## src/rtl/cpu_pkg.sv

```systemverilog
// Shared CPU definitions: default register-file geometry and index helpers.
package cpu_pkg;

  localparam int DEF_DATA_W   = 16;
  localparam int DEF_NUM_REGS = 4;
  localparam int ZERO_IDX     = 0;

  typedef logic [$clog2(DEF_NUM_REGS)-1:0] reg_idx_t;

  // True when idx names a real register that can hold a value.
  function automatic bit idx_live(input int idx, input int num_regs, input bit zero_reg);
    return (idx < num_regs) && !(zero_reg && (idx == ZERO_IDX));
  endfunction

endpackage

```

## src/rtl/reg_scoreboard.sv

```systemverilog
// Per-register pending scoreboard with busy lookup for two operand ports.
module reg_scoreboard
  import cpu_pkg::*;
#(
  parameter int NUM_REGS = DEF_NUM_REGS,
  parameter int ADDR_W   = $clog2(NUM_REGS),
  parameter bit ZERO_REG = 1'b0,
  parameter bit BYPASS   = 1'b1
) (
  input  logic                Clock,
  input  logic                Reset_n,
  input  logic                IssueValid,
  input  logic [ADDR_W-1:0]   IssueRD,
  input  logic                RegWrite,
  input  logic [ADDR_W-1:0]   RD,
  input  logic [ADDR_W-1:0]   RS,
  input  logic [ADDR_W-1:0]   RT,
  output logic                RS_Busy,
  output logic                RT_Busy,
  output logic [NUM_REGS-1:0] PendingMask
);

  logic [NUM_REGS-1:0] pend_next;
  logic                issue_ok;
  logic                clear_ok;

  // Next pending state: writeback clears, issue sets, and a new producer wins a tie.
  always_comb begin
    issue_ok  = IssueValid && idx_live(int'(IssueRD), NUM_REGS, ZERO_REG);
    clear_ok  = RegWrite && idx_live(int'(RD), NUM_REGS, ZERO_REG);
    pend_next = PendingMask;
    if (clear_ok) pend_next[RD] = 1'b0;
    if (issue_ok) pend_next[IssueRD] = 1'b1;
  end

  // Pending bits register; reset drops every outstanding producer.
  always_ff @(posedge Clock or negedge Reset_n) begin
    if (!Reset_n) PendingMask <= '0;
    else          PendingMask <= pend_next;
  end

  // An operand is busy while pending unless its producer is writing back right now.
  always_comb begin
    RS_Busy = 1'b0;
    RT_Busy = 1'b0;
    if (idx_live(int'(RS), NUM_REGS, ZERO_REG))
      RS_Busy = PendingMask[RS] && !(BYPASS && RegWrite && (RD == RS));
    if (idx_live(int'(RT), NUM_REGS, ZERO_REG))
      RT_Busy = PendingMask[RT] && !(BYPASS && RegWrite && (RD == RT));
  end

endmodule

```

## src/rtl/reg_file_sb.sv

```systemverilog
// Register file with two async read ports, one sync write port, bypass and scoreboard.
module reg_file_sb
  import cpu_pkg::*;
#(
  parameter int DATA_W   = DEF_DATA_W,
  parameter int NUM_REGS = DEF_NUM_REGS,
  parameter int ADDR_W   = $clog2(NUM_REGS),
  parameter bit ZERO_REG = 1'b0,
  parameter bit BYPASS   = 1'b1
) (
  input  logic                Clock,
  input  logic                Reset_n,
  input  logic [ADDR_W-1:0]   RS,
  input  logic [ADDR_W-1:0]   RT,
  output logic [DATA_W-1:0]   ReadRS,
  output logic [DATA_W-1:0]   ReadRT,
  input  logic [ADDR_W-1:0]   RD,
  input  logic [DATA_W-1:0]   WriteData,
  input  logic                RegWrite,
  input  logic                IssueValid,
  input  logic [ADDR_W-1:0]   IssueRD,
  output logic                RS_Busy,
  output logic                RT_Busy,
  output logic                Hazard,
  output logic [NUM_REGS-1:0] PendingMask
);

  logic [DATA_W-1:0] regs [NUM_REGS];
  logic              wr_legal;
  logic              fwd_ok;

  // A write only lands on a real, writable register; forwarding also needs reset released.
  always_comb begin
    wr_legal = RegWrite && idx_live(int'(RD), NUM_REGS, ZERO_REG);
    fwd_ok   = BYPASS && wr_legal && Reset_n;
  end

  // Register storage; a write coinciding with reset is discarded.
  always_ff @(posedge Clock or negedge Reset_n) begin
    if (!Reset_n) begin
      for (int i = 0; i < NUM_REGS; i++) regs[i] <= '0;
    end else if (wr_legal) begin
      regs[RD] <= WriteData;
    end
  end

  // Read ports: dead indices read zero, a matching writeback is forwarded.
  always_comb begin
    ReadRS = '0;
    ReadRT = '0;
    if (idx_live(int'(RS), NUM_REGS, ZERO_REG))
      ReadRS = (fwd_ok && (RD == RS)) ? WriteData : regs[RS];
    if (idx_live(int'(RT), NUM_REGS, ZERO_REG))
      ReadRT = (fwd_ok && (RD == RT)) ? WriteData : regs[RT];
  end

  reg_scoreboard #(
    .NUM_REGS (NUM_REGS),
    .ADDR_W   (ADDR_W),
    .ZERO_REG (ZERO_REG),
    .BYPASS   (BYPASS)
  ) u_scoreboard (
    .Clock       (Clock),
    .Reset_n     (Reset_n),
    .IssueValid  (IssueValid),
    .IssueRD     (IssueRD),
    .RegWrite    (RegWrite),
    .RD          (RD),
    .RS          (RS),
    .RT          (RT),
    .RS_Busy     (RS_Busy),
    .RT_Busy     (RT_Busy),
    .PendingMask (PendingMask)
  );

  assign Hazard = RS_Busy | RT_Busy;

endmodule

```

## config.mk

```make
export PLATFORM = sky130hd
export DESIGN_NAME = reg_file_sb
export DESIGN_NICKNAME = d
export VERILOG_FILES = /design/src/rtl/cpu_pkg.sv /design/src/rtl/reg_scoreboard.sv /design/src/rtl/reg_file_sb.sv
export SDC_FILE = /design/constraint.sdc
export NUM_CORES = 1
export LEC_CHECK = 0
export BUFFER_PORTS_ARGS = -buffer_cell sky130_fd_sc_hd__buf_4
export CAP_MARGIN = 25
export CORE_MARGIN = 2
export CORE_UTILIZATION = 50
export CTS_BUF_LIST = sky130_fd_sc_hd__clkbuf_8 sky130_fd_sc_hd__clkbuf_16
export DETAILED_ROUTE_END_ITERATION = 16
export PLACE_DENSITY = 0.72
export RECOVER_POWER = 50
export SLEW_MARGIN = 20
export SYNTH_ARGS = -nofsm -noshare
export SYNTH_HDL_FRONTEND = slang
export SYNTH_SLANG_ARGS = --single-unit
```

## constraint.sdc

```tcl
create_clock -name Clock -period 2.6 [get_ports Clock]
set_clock_uncertainty 0.1 [all_clocks]
set_input_delay 0.13 -clock Clock [delete_from_list [all_inputs] [get_ports Clock]]
set_output_delay 0.13 -clock Clock [all_outputs]
set_load 0.01 [all_outputs]
```

Word-level counts from Yosys, hierarchy flattened
Cells that the tools add are included.
- flip-flop bits (word level): 68
- bits of input ports: 28
- output and inout port bits: 39
- word-level logic and storage cells: 57
- order comparisons: 10
- equal/unequal tests: 2
- mux-type cells: 21
- bitwise logic cells: 7
- reduce and logical (&&, ||, !) cells: 12
- operators by type and width (kind ; number):
    $mux 16 ; 7
    $bmux 16 s2 ; 2
    $bwmux 64 ; 1
    $demux 16 s2 ; 1
    $lt 2x3->1 const B ; 4
    $logic_and 1x1->1 ; 10
    $ge 3x3->1 const B ; 3
    $not 2->3 ; 3
    $mux 4 ; 2
    $and 4x4->4 ; 1
    $bmux 1 s2 ; 2
    $demux 1 s2 ; 2
    $eq 2x2->1 ; 2
    $ge 2x1->1 const B ; 2
    $mux 1 ; 4
    $not 4->4 ; 1
    $or 4x4->4 ; 1
    $lt 3x1->1 const B ; 1
    $logic_not 1->1 ; 2
    $or 1x1->1 ; 1

Longest topological paths before layout
Gate-level depths: netlist of run 1.
- word-level depth: 9
- mapped depth: 5
- mapped depth without buffers: 3

Modules after synthesis
From an unflattened synthesis of run 1, not the netlist that was laid out.
- cells, all modules: 244
- area total of the unflattened synthesis: 4008.8 um^2
- modules (own cells, without submodules) (module ; instances ; cells an instance ; area an instance (um^2) ; sequential area each (um^2)):
    reg_file_sb ; 1 ; 220 ; 3731.1 ; 1601.5
    reg_scoreboard ; 1 ; 24 ; 277.8 ; 100.1

Least setup slack after synthesis of run 1
No wires, ideal clock.
- kind: in2out
- start point: in RD[1]
- end point: out ReadRS[10]
- data arrival time: 1.277 ns
- required time: 2.370 ns
- slack: 1.093 ns
- stages on the path: 5
- path buffers: 2
- path through: buf_6 > xor2_2 > nor3_4 > buf_12 > mux2_4
- cells in the longest elaborated chain, start to end: 3
- ends and longest elaborated chain (element ; RTL line ; text):
    from (decl) ; reg_file_sb.sv:17 ; input logic [ADDR_W-1:0] RD,
    $eq 2x2->1 ; reg_file_sb.sv:52 ; ReadRS = (fwd_ok && (RD == RS)) ? WriteData : regs[RS];
    $logic_and 1x1->1 ; reg_file_sb.sv:52 ;
    $mux 16 ; reg_file_sb.sv:52 ;
    to (decl) ; reg_file_sb.sv:15 ; output logic [DATA_W-1:0] ReadRS,
No other way between the ends.

Worst setup path in the final report of run 1
- start point: in Reset_n
- end point: out ReadRT[2]
- cells in the longest elaborated chain, start to end: 3
- ends and longest elaborated chain (element ; RTL line ; text):
    from (decl) ; reg_file_sb.sv:12 ; input logic Reset_n,
    $logic_and 1x1->1 ; reg_file_sb.sv:35 ; fwd_ok = BYPASS && wr_legal && Reset_n;
    $logic_and 1x1->1 ; reg_file_sb.sv:54 ; ReadRT = (fwd_ok && (RD == RT)) ? WriteData : regs[RT];
    $mux 16 ; reg_file_sb.sv:54 ;
    to (decl) ; reg_file_sb.sv:16 ; output logic [DATA_W-1:0] ReadRT,
No other way between the ends.

==> results_dict.tcl, run 1 <==
set metrics [dict create \
    numCtsBuffers 9 \
    drv_slew 69 \
    insertion_delay_ns 0.33 \
    yosysSeqAreaShare_pct 42.3 \
    synth_edf_count 0 \
    holdPathEnd "regs[49]" \
    dpl.hpwl_um 5330 \
    synth-async-reset-ratio_pct 100 \
    syn_nets 273 \
    swShare_pct 27.7 \
    critPathMaxFanout 11 \
    final_cell_mix "mux2_2 (76), dfrtp_1 (68), buf_4 (66)" \
    timing.final.setup_violations 0 \
    grt_first_pass_wirelength_um 13500 \
    drc 0 \
    placed_cells 404 \
    ys_warn_count 0 \
    setup_ws_ns 0.242 \
    antenna_found_initial 0 \
    worstPathCellList "dlygate4sd3_1 -> clkbuf_1 -> nand2_1 -> nor3_4 -> buf_12 -> mux2_2 -> buf_4" \
    fin_tns_setup_ns 0 \
    min_period_ns 2.36 \
    drt_iter0_markers 144 \
    p_seq_share_pct 43.5 \
    final_common_cell "mux2_2" \
    gr-total-overflow 0 \
    rr_endpoint "u_scoreboard.PendingMask[0]" \
    grt_max_degree 69 \
    seq_area_um2 1700 \
    ys_seq_elements 68 \
    pre_cts_slack_ns 0.701 \
    pwr-share-clk_pct 22.7 \
    final_cells 442 \
    drive_gt1_share_pct 63.2 \
    crit_type "primary input to output pin" \
    slew_headroom_pct -14.4 \
    yosysTopAreaCell "dfrtp_1" \
    p_per_area_nw_per_um2 654 \
    fp.coreArea_um2 7770 \
    drt_pre_antenna_iters 4 \
    yosysUniqueCellTypes 23 \
    routed_wl_um 8320 \
    synth_area_leaders "dfrtp_1 (42%), mux2_2 (21%), mux4_2 (19%), mux2_4 (7.5%), buf_6 (2.0%)" \
    clock-sinks 68 \
    status "complete, but fails checks" \
    cp_slowest_stage_delay_ns 0.52 \
    min-delay-start "RD[0]" \
    synth_flop_cell "dfrtp_1" \
    clockBufferDepth 2 \
    start_util_pct 51.7 \
    hold_viol_final 0 \
    rows 32 \
    whs_path_depth 3 \
    avgRoutedWirePerCell_um 18.8 \
    total_power_uw 3200 \
    area_growth_pct 21.8 \
    setup.worst_path.end_class "output pin" \
    ios 67 \
    die_w_um 93.7 \
    cts_tree "yes" \
    ant_nets 0 \
    syn_inst 245 \
    power.switching_uw 887 \
    leakage_uw 0.00209 \
    cap_violations 1 \
    vdd_drop_max_uv 373 \
    fillers 616 \
    die_area_um2 8770 \
    synthDominantCellAreaShare_pct 42.3 \
    gp_congestion 0.738 \
    grt_use_total_pct 20.9 \
    multi_input_area_um2 2130 \
    vias 2510 \
    grt_pass1_vias 2638 \
    power.internal_uw 2320 \
    htree_levels 3 \
    cpMaxStageDelayCell "dlygate4sd3_1" \
    vias_per_cell 5.68 \
    synth_area_um2 4020 \
    port_buffers 66 \
    ctsResizeCount 0 \
    violations "capacitance limit, slew limit" \
    max_slew.worst_pin.slew_ns 1.72 \
    rr_worst_depth 3 \
    root_buffer "clkbuf_8" \
    max_freq_mhz 424 \
    nets 363 \
    antenna-diode-count 0 \
    p_comb_share_pct 33.8 \
    rsz0062_at_grt "false" \
    reg2reg_from "u_scoreboard.PendingMask[0]" \
    crit_required_ns 2.37 \
    path_clk_slew_ns 0.07 \
    hold_ws_ns 0.201 \
    worstPathArrival_ns 2.13 \
    reg2reg_slack_ns 1.30 \
    min_path_type "primary input to register" \
    syn_avg_cell_area_um2 16.4 \
    post-route-period-util_pct 90.7 \
    cp-start-kind "primary input" \
    die_y_um 93.7 \
]
## sequential cells by signal (all words and copies together) (netlist names)
signal and cells:
u_scoreboard.PendingMask 4, regs 64
## cells in the mapped netlist (all sizes together) (2+ instances only)
| master | instances |
|---|---|
| nor2 | 3 |
| nand2 | 5 |
| mux4 | 34 |
| clkbuf | 2 |
| mux2 | 96 |
| dfrtp | 68 |
| o21ai | 5 |
| nand3b | 2 |
| inv | 2 |
| a21boi | 2 |
| buf | 15 |
| xor2 | 4 |
| nor3 | 2 |
## area by class of cell
type                       count  area share (%)
timing repair buffer          96            15.6
clock inverter                 6           0.511
clock buffer                  10            2.81
multi-input combinational    158            43.6
tap                          102            2.61
inverter                       2           0.153
sequential                    68            34.8
## worst max path at each step
stage / start / slack [ns] / end / depth (start not counted)
3_3_place_gp: RS[1] / 0.71 / ReadRS[12] / 6
4_1_cts: Reset_n / 0.27 / ReadRT[2] / 7
2_1_floorplan: RD[1] / 1.09 / ReadRS[10] / 5
3_5_place_dp: RS[1] / 0.70 / ReadRS[4] / 6
5_1_grt: Reset_n / 0.14 / ReadRT[2] / 7
6_report: Reset_n / 0.24 / ReadRT[2] / 7
## power groups by stage
stage | Clock (uW) | Combinational (uW) | Sequential [uW]
6_report | 727 | 1080 | 1390
3_5_place_dp | 0 | 1080 | 1410
3_3_place_gp | 0 | 1060 | 1400
4_1_cts | 748 | 1110 | 1390
5_1_grt | 800 | 1160 | 1420
2_1_floorplan | 0 | 724 | 1370
## per-layer routing
| layer | vias up | share of wire, % | track usage, % |
|---|---|---|---|
| met5 | - | 0 | 0 |
| met4 | 0 | 1.4 | 6.64 |
| met3 | 10 | 3.7 | 4.57 |
| met2 | 51 | 51 | 33.9 |
| met1 | 1320 | 44 | 28.3 |
| li1 | 1129 | - | - |
## stage by stage
step           util (%)  instance area [um^2]
2_1_floorplan         -                  4020
3_3_place_gp       58.6                  4550
3_5_place_dp       58.6                  4550
4_1_cts            63.5                  4930
5_1_grt            63.0                  4900
6_report           63.0                  4900
## critical path: cells and delay by family
family / cells / cell delay (ns)
buf+inv: 4 / 1.01
mux: 1 / 0.35
simple gates: 2 / 0.64
## what timing repair did
item                      CTS  global route
hold buffers               22             0
hold endpoints to repair  136             0
buffers inserted            0             0
## logic make-up after synthesis
logic type / after synthesis / share of synthesized area (%)
AO/OA/AOI/OAI: 9 / 1.34
XOR/XNOR: 4 / 1.25
buffers and inverters: 19 / 4.27
flip-flops: 68 / 42.3
multiplexers: 130 / 47.8
AND/OR/NAND/NOR: 15 / 2.99
(Power assumes the default switching activity.)
==> run 2, diff against run 1 <==
Settings changed: CELL_PAD_IN_SITES_DETAIL_PLACEMENT from default to 0, CELL_PAD_IN_SITES_GLOBAL_PLACEMENT from default to 2, CORE_UTILIZATION 50 to 44, PLACE_DENSITY 0.72 to default, PLACE_DENSITY_LB_ADDON from default to 0.1.
==> results_dict.tcl, run 2 (same netlist as run 1, synthesis figures left out) <==
set metrics [dict create \
    area_growth_pct 21.7 \
    grt_max_degree 63 \
    die_area_um2 9910 \
    routed-wl-met2_um 4310 \
    timing.final.setup_violations 0 \
    ant_nets 0 \
    root_buffer "clkbuf_8" \
    post-route-period-util_pct 84.0 \
    insertion_delay_ns 0.32 \
    violations "capacitance limit, slew limit" \
    drt_pre_antenna_iters 4 \
    setup.worst_path.end_class "output pin" \
    min_period_ns 2.18 \
    numCtsBuffers 9 \
    wl_met3_um 306 \
    grt_first_pass_wirelength_um 13500 \
    total_power_uw 3370 \
    grt_pass1_vias 2541 \
    die_w_um 99.6 \
    routed_wl_um 8540 \
    gp_congestion 0.698 \
    vias 2444 \
    ctsResizeCount 0 \
    status "complete, but fails checks" \
    cts_tree "yes" \
    max_slew.worst_pin.slew_ns 1.58 \
    ios 67 \
    reg2reg_slack_ns 1.25 \
    drt-met1-wl_um 3810 \
    drive_gt1_share_pct 62.6 \
    start_util_pct 45.6 \
    die_y_um 99.6 \
    critPathMaxFanout 10 \
    cp-start-kind "primary input" \
    grt_use_total_pct 18.0 \
    max_freq_mhz 458 \
    dpl.hpwl_um 5440 \
    cap_violations 1 \
    crit_type "primary input to output pin" \
    crit_required_ns 2.37 \
    leakage_uw 0.00207 \
    port_buffers 66 \
    final_common_cell "mux2_2" \
    drc 0 \
    rsz0062_at_grt "false" \
    worstPathArrival_ns 1.95 \
    clockBufferDepth 2 \
    fp.coreArea_um2 8810 \
    path_clk_slew_ns 0.07 \
    nets 360 \
    rows 34 \
    drv_slew 63 \
    vias_per_cell 5.49 \
    final_cell_mix "mux2_2 (76), dfrtp_1 (68), buf_4 (61)" \
    largest_register_ff_count 64 \
    htree_levels 3 \
    p_per_area_nw_per_um2 690 \
    antenna-diode-count 0 \
    top_layer_used "met4" \
    antenna_found_initial 0 \
    top_register "regs" \
    slew_headroom_pct -5.07 \
    hold_viol_final 0 \
    avgRoutedWirePerCell_um 19.2 \
    largest_registers "regs (64), u_scoreboard.PendingMask (4)" \
    clock-sinks 68 \
    fin_tns_setup_ns 0 \
    drt_iter0_markers 75 \
    min_path_type "primary input to register" \
    gr-total-overflow 0 \
    vdd_drop_max_uv 338 \
]
run 2: worst paths after layout:
kind / from / endpoint / depth (start not counted)
max in group asynchronous: Reset_n / regs[56] / 3
max: Reset_n / ReadRS[0] / 7
min reg2reg: regs[29] / regs[29] / 1
min: IssueValid / u_scoreboard.PendingMask[3] / 3
max reg2reg: u_scoreboard.PendingMask[2] / u_scoreboard.PendingMask[2] / 3
min in group asynchronous: Reset_n / regs[51] / 2
run 2: per-stage QoR:
step / cells / area [um^2] / util, % / worst slack [ns] / hold slack [ns]
floorplan: 245 / 4020 / - / 1.09 / -0.266
global placement: 408 / 4530 / 51.4 / 0.747 / -0.146
detailed placement: 408 / 4530 / 51.4 / 0.728 / -0.143
CTS: 445 / 4950 / 56.3 / 0.381 / 0.0102
global route: 445 / 4890 / 55.5 / 0.286 / 0.0191
finish: 445 / 4890 / 55.5 / 0.416 / 0.0136
run 2: power breakdown:
group	switching, uW	internal (uW)	leakage (uW)
logic	381	694	0.00115
clock network	392	519	0.000114
registers	132	1260	0.000803
run 2: layer usage:
layer | global-route usage [%] | vias to the layer above
li1 | - | 1122
met1 | 23.6 | 1254
met2 | 30.1 | 59
met3 | 3.02 | 9
met4 | 6.74 | 0
met5 | 0 | -
run 2: timing repair:
action / in CTS / in global routing
setup buffers: 0 / 0
endpoints found under the setup margin: 0 / 0
hold buffers: 21 / 0
hold endpoints to repair: 74 / 0
run 2: layout make-up:
class                      instances  area [um^2]
sequential                        68         1700
fill                             763         3920
inverter                           2         7.51
timing repair buffer              93          711
clock buffer                      12          165
clock inverter                     4         47.5
tap                              108          135
multi-input combinational        158         2120
run 2: critical path, cell delays in order:
cell	delay [ns]
dlygate4sd3_1	0.53
buf_4	0.17
nand2_1	0.16
nor3_4	0.22
buf_4	0.25
mux2_2	0.36
buf_4	0.14
==> run 3, diff against run 2 <==
Settings changed: CORE_UTILIZATION 44 to 41.
Clock period 2.6 ns to 2.1 ns, I/O delays scaled along.
==> results_dict.tcl, run 3 (same netlist as run 1, synthesis figures left out) <==
set metrics [dict create \
    p_comb_share_pct 31.8 \
    timing.final.setup_violations 0 \
    fillers 899 \
    reg2reg_from "u_scoreboard.PendingMask[0]" \
    gp_congestion 0.748 \
    max_slew.worst_pin.slew_ns 1.26 \
    antenna-diode-count 0 \
    path_clk_slew_ns 0.08 \
    fin_tns_setup_ns 0 \
    rr_endpoint "u_scoreboard.PendingMask[0]" \
    swShare_pct 27.1 \
    cp_top_family "multiplexers" \
    worstPathArrival_ns 1.65 \
    pwr-share-clk_pct 27.9 \
    min_path_type "primary input to register" \
    vias_per_cell 5.25 \
    nets 367 \
    die_y_um 103 \
    clockBufferDepth 2 \
    pre_cts_slack_ns 0.344 \
    p_seq_share_pct 40.3 \
    rsz0062_at_grt "false" \
    largest_register_ff_count 64 \
    root_buffer "clkbuf_8" \
    drc 0 \
    numCtsBuffers 9 \
    slew_headroom_pct 16.0 \
    whs_path_depth 4 \
    cp-start-kind "register" \
    drt_pre_antenna_iters 4 \
    leakage_uw 0.00213 \
    fp.coreArea_um2 9640 \
    cts_tree "yes" \
    min-delay-start "RD[1]" \
    grt_pass1_vias 2660 \
    crit_required_ns 1.89 \
    post_cts_buffers 0 \
    holdPathEnd "regs[49]" \
    p_per_area_nw_per_um2 850 \
    final_cell_mix "mux2_2 (76), dfrtp_1 (68), buf_4 (66)" \
    die_w_um 103 \
    drv_slew 0 \
    drive_gt1_share_pct 64.2 \
    vdd_drop_max_uv 381 \
    start_util_pct 41.7 \
    ios 67 \
    cap_violations 0 \
    drt_iter0_markers 47 \
    post-route-period-util_pct 88.4 \
    insertion_delay_ns 0.34 \
    min_period_ns 1.86 \
    reg2reg_slack_ns 0.77 \
    port_buffers 66 \
    clock-sinks 68 \
    worstSetupStartpoint "regs[10]" \
    ctsResizeCount 0 \
    gr-total-overflow 0 \
    top_register "regs" \
    final_common_cell "mux2_2" \
    max_freq_mhz 539 \
    post-route-util_pct 52.2 \
    vias 2506 \
    avgRoutedWirePerCell_um 19.3 \
    rr_worst_depth 3 \
    grt_first_pass_wirelength_um 14500 \
    status "complete, no violations" \
    cp_slowest_stage_delay_ns 0.48 \
    power.switching_uw 1160 \
    htree_levels 3 \
    setup_ws_ns 0.244 \
    setup.worst_path.end_class "output pin" \
    ant_nets 0 \
    dpl.hpwl_um 5720 \
    crit_type "register to output pin" \
    crit_buf_inv 1 \
    grt_use_total_pct 18.7 \
    hold_viol_final 0 \
    die_area_um2 10600 \
    routed_wl_um 9220 \
    power.internal_uw 3120 \
    area_growth_pct 25.3 \
    rows 36 \
    antenna_found_initial 0 \
    worstPathCellList "mux4_2 -> mux2_4 -> buf_4" \
    critPathMaxFanout 3 \
    largest_registers "regs (64), u_scoreboard.PendingMask (4)" \
    cpMaxStageDelayCell "mux4_2" \
    grt_max_degree 69 \
]
## run 3: worst max-delay path by stage
stage               cells past startpoint  slack (ns)          to
floorplan                               5        0.64  ReadRS[10]
global placement                        6        0.34  ReadRS[15]
detailed placement                      6        0.34  ReadRS[15]
CTS                                     3        0.23  ReadRT[10]
global route                            4        0.14      Hazard
finish                                  3        0.24  ReadRT[10]
## run 3: worst register-to-register path, delay by kind of cell (launching register included)
kind,cells,cell delay (ns)
DFF,1,0.41
AOI/OAI and AO/OA,1,0.07
buffers and inverters,2,0.65
## run 3: area by class of cell
type	instances	area [um^2]	share of cell area, %
clock inverter	6	80.1	1.59
multi-input combinational	158	2140	42.5
tap	133	166	3.31
timing repair buffer	100	801	15.9
clock buffer	10	138	2.73
sequential	68	1700	33.8
inverter	2	7.51	0.149
## run 3: power by group through the flow
stage / Sequential (uW) / Combinational [uW] / Clock (uW)
floorplan: 1700 / 897 / 0
global placement: 1740 / 1340 / 0
global route: 1760 / 1470 / 1300
CTS: 1730 / 1390 / 1230
detailed placement: 1750 / 1350 / 0
finish: 1730 / 1360 / 1190
## run 3: timing repair
item                                    4_1_cts  5_1_grt
endpoints found under the setup margin        0        0
hold buffers                                 22        0
hold endpoints to repair                    136        0
## run 3: through the flow
| step | cell area [um^2] | hold slack, ns | total power (uW) | cells |
|---|---|---|---|---|
| CTS | 5070 | 0.303 | 4350 | 477 |
| floorplan | 4020 | -0.291 | 2600 | 245 |
| finish | 5030 | 0.385 | 4280 | 477 |
| detailed placement | 4630 | 0.225 | 3100 | 439 |
| global route | 5030 | 0.374 | 4540 | 477 |
| global placement | 4630 | 0.225 | 3080 | 439 |
## run 3: routing by layer
metal / up-vias / wire [um] / track usage, %
li1: 1137 / - / -
met1: 1308 / 4390 / 26.1
met2: 52 / 4440 / 29.1
met3: 9 / 303 / 4.41
met4: 0 / 87 / 6.28
met5: - / 0 / 0
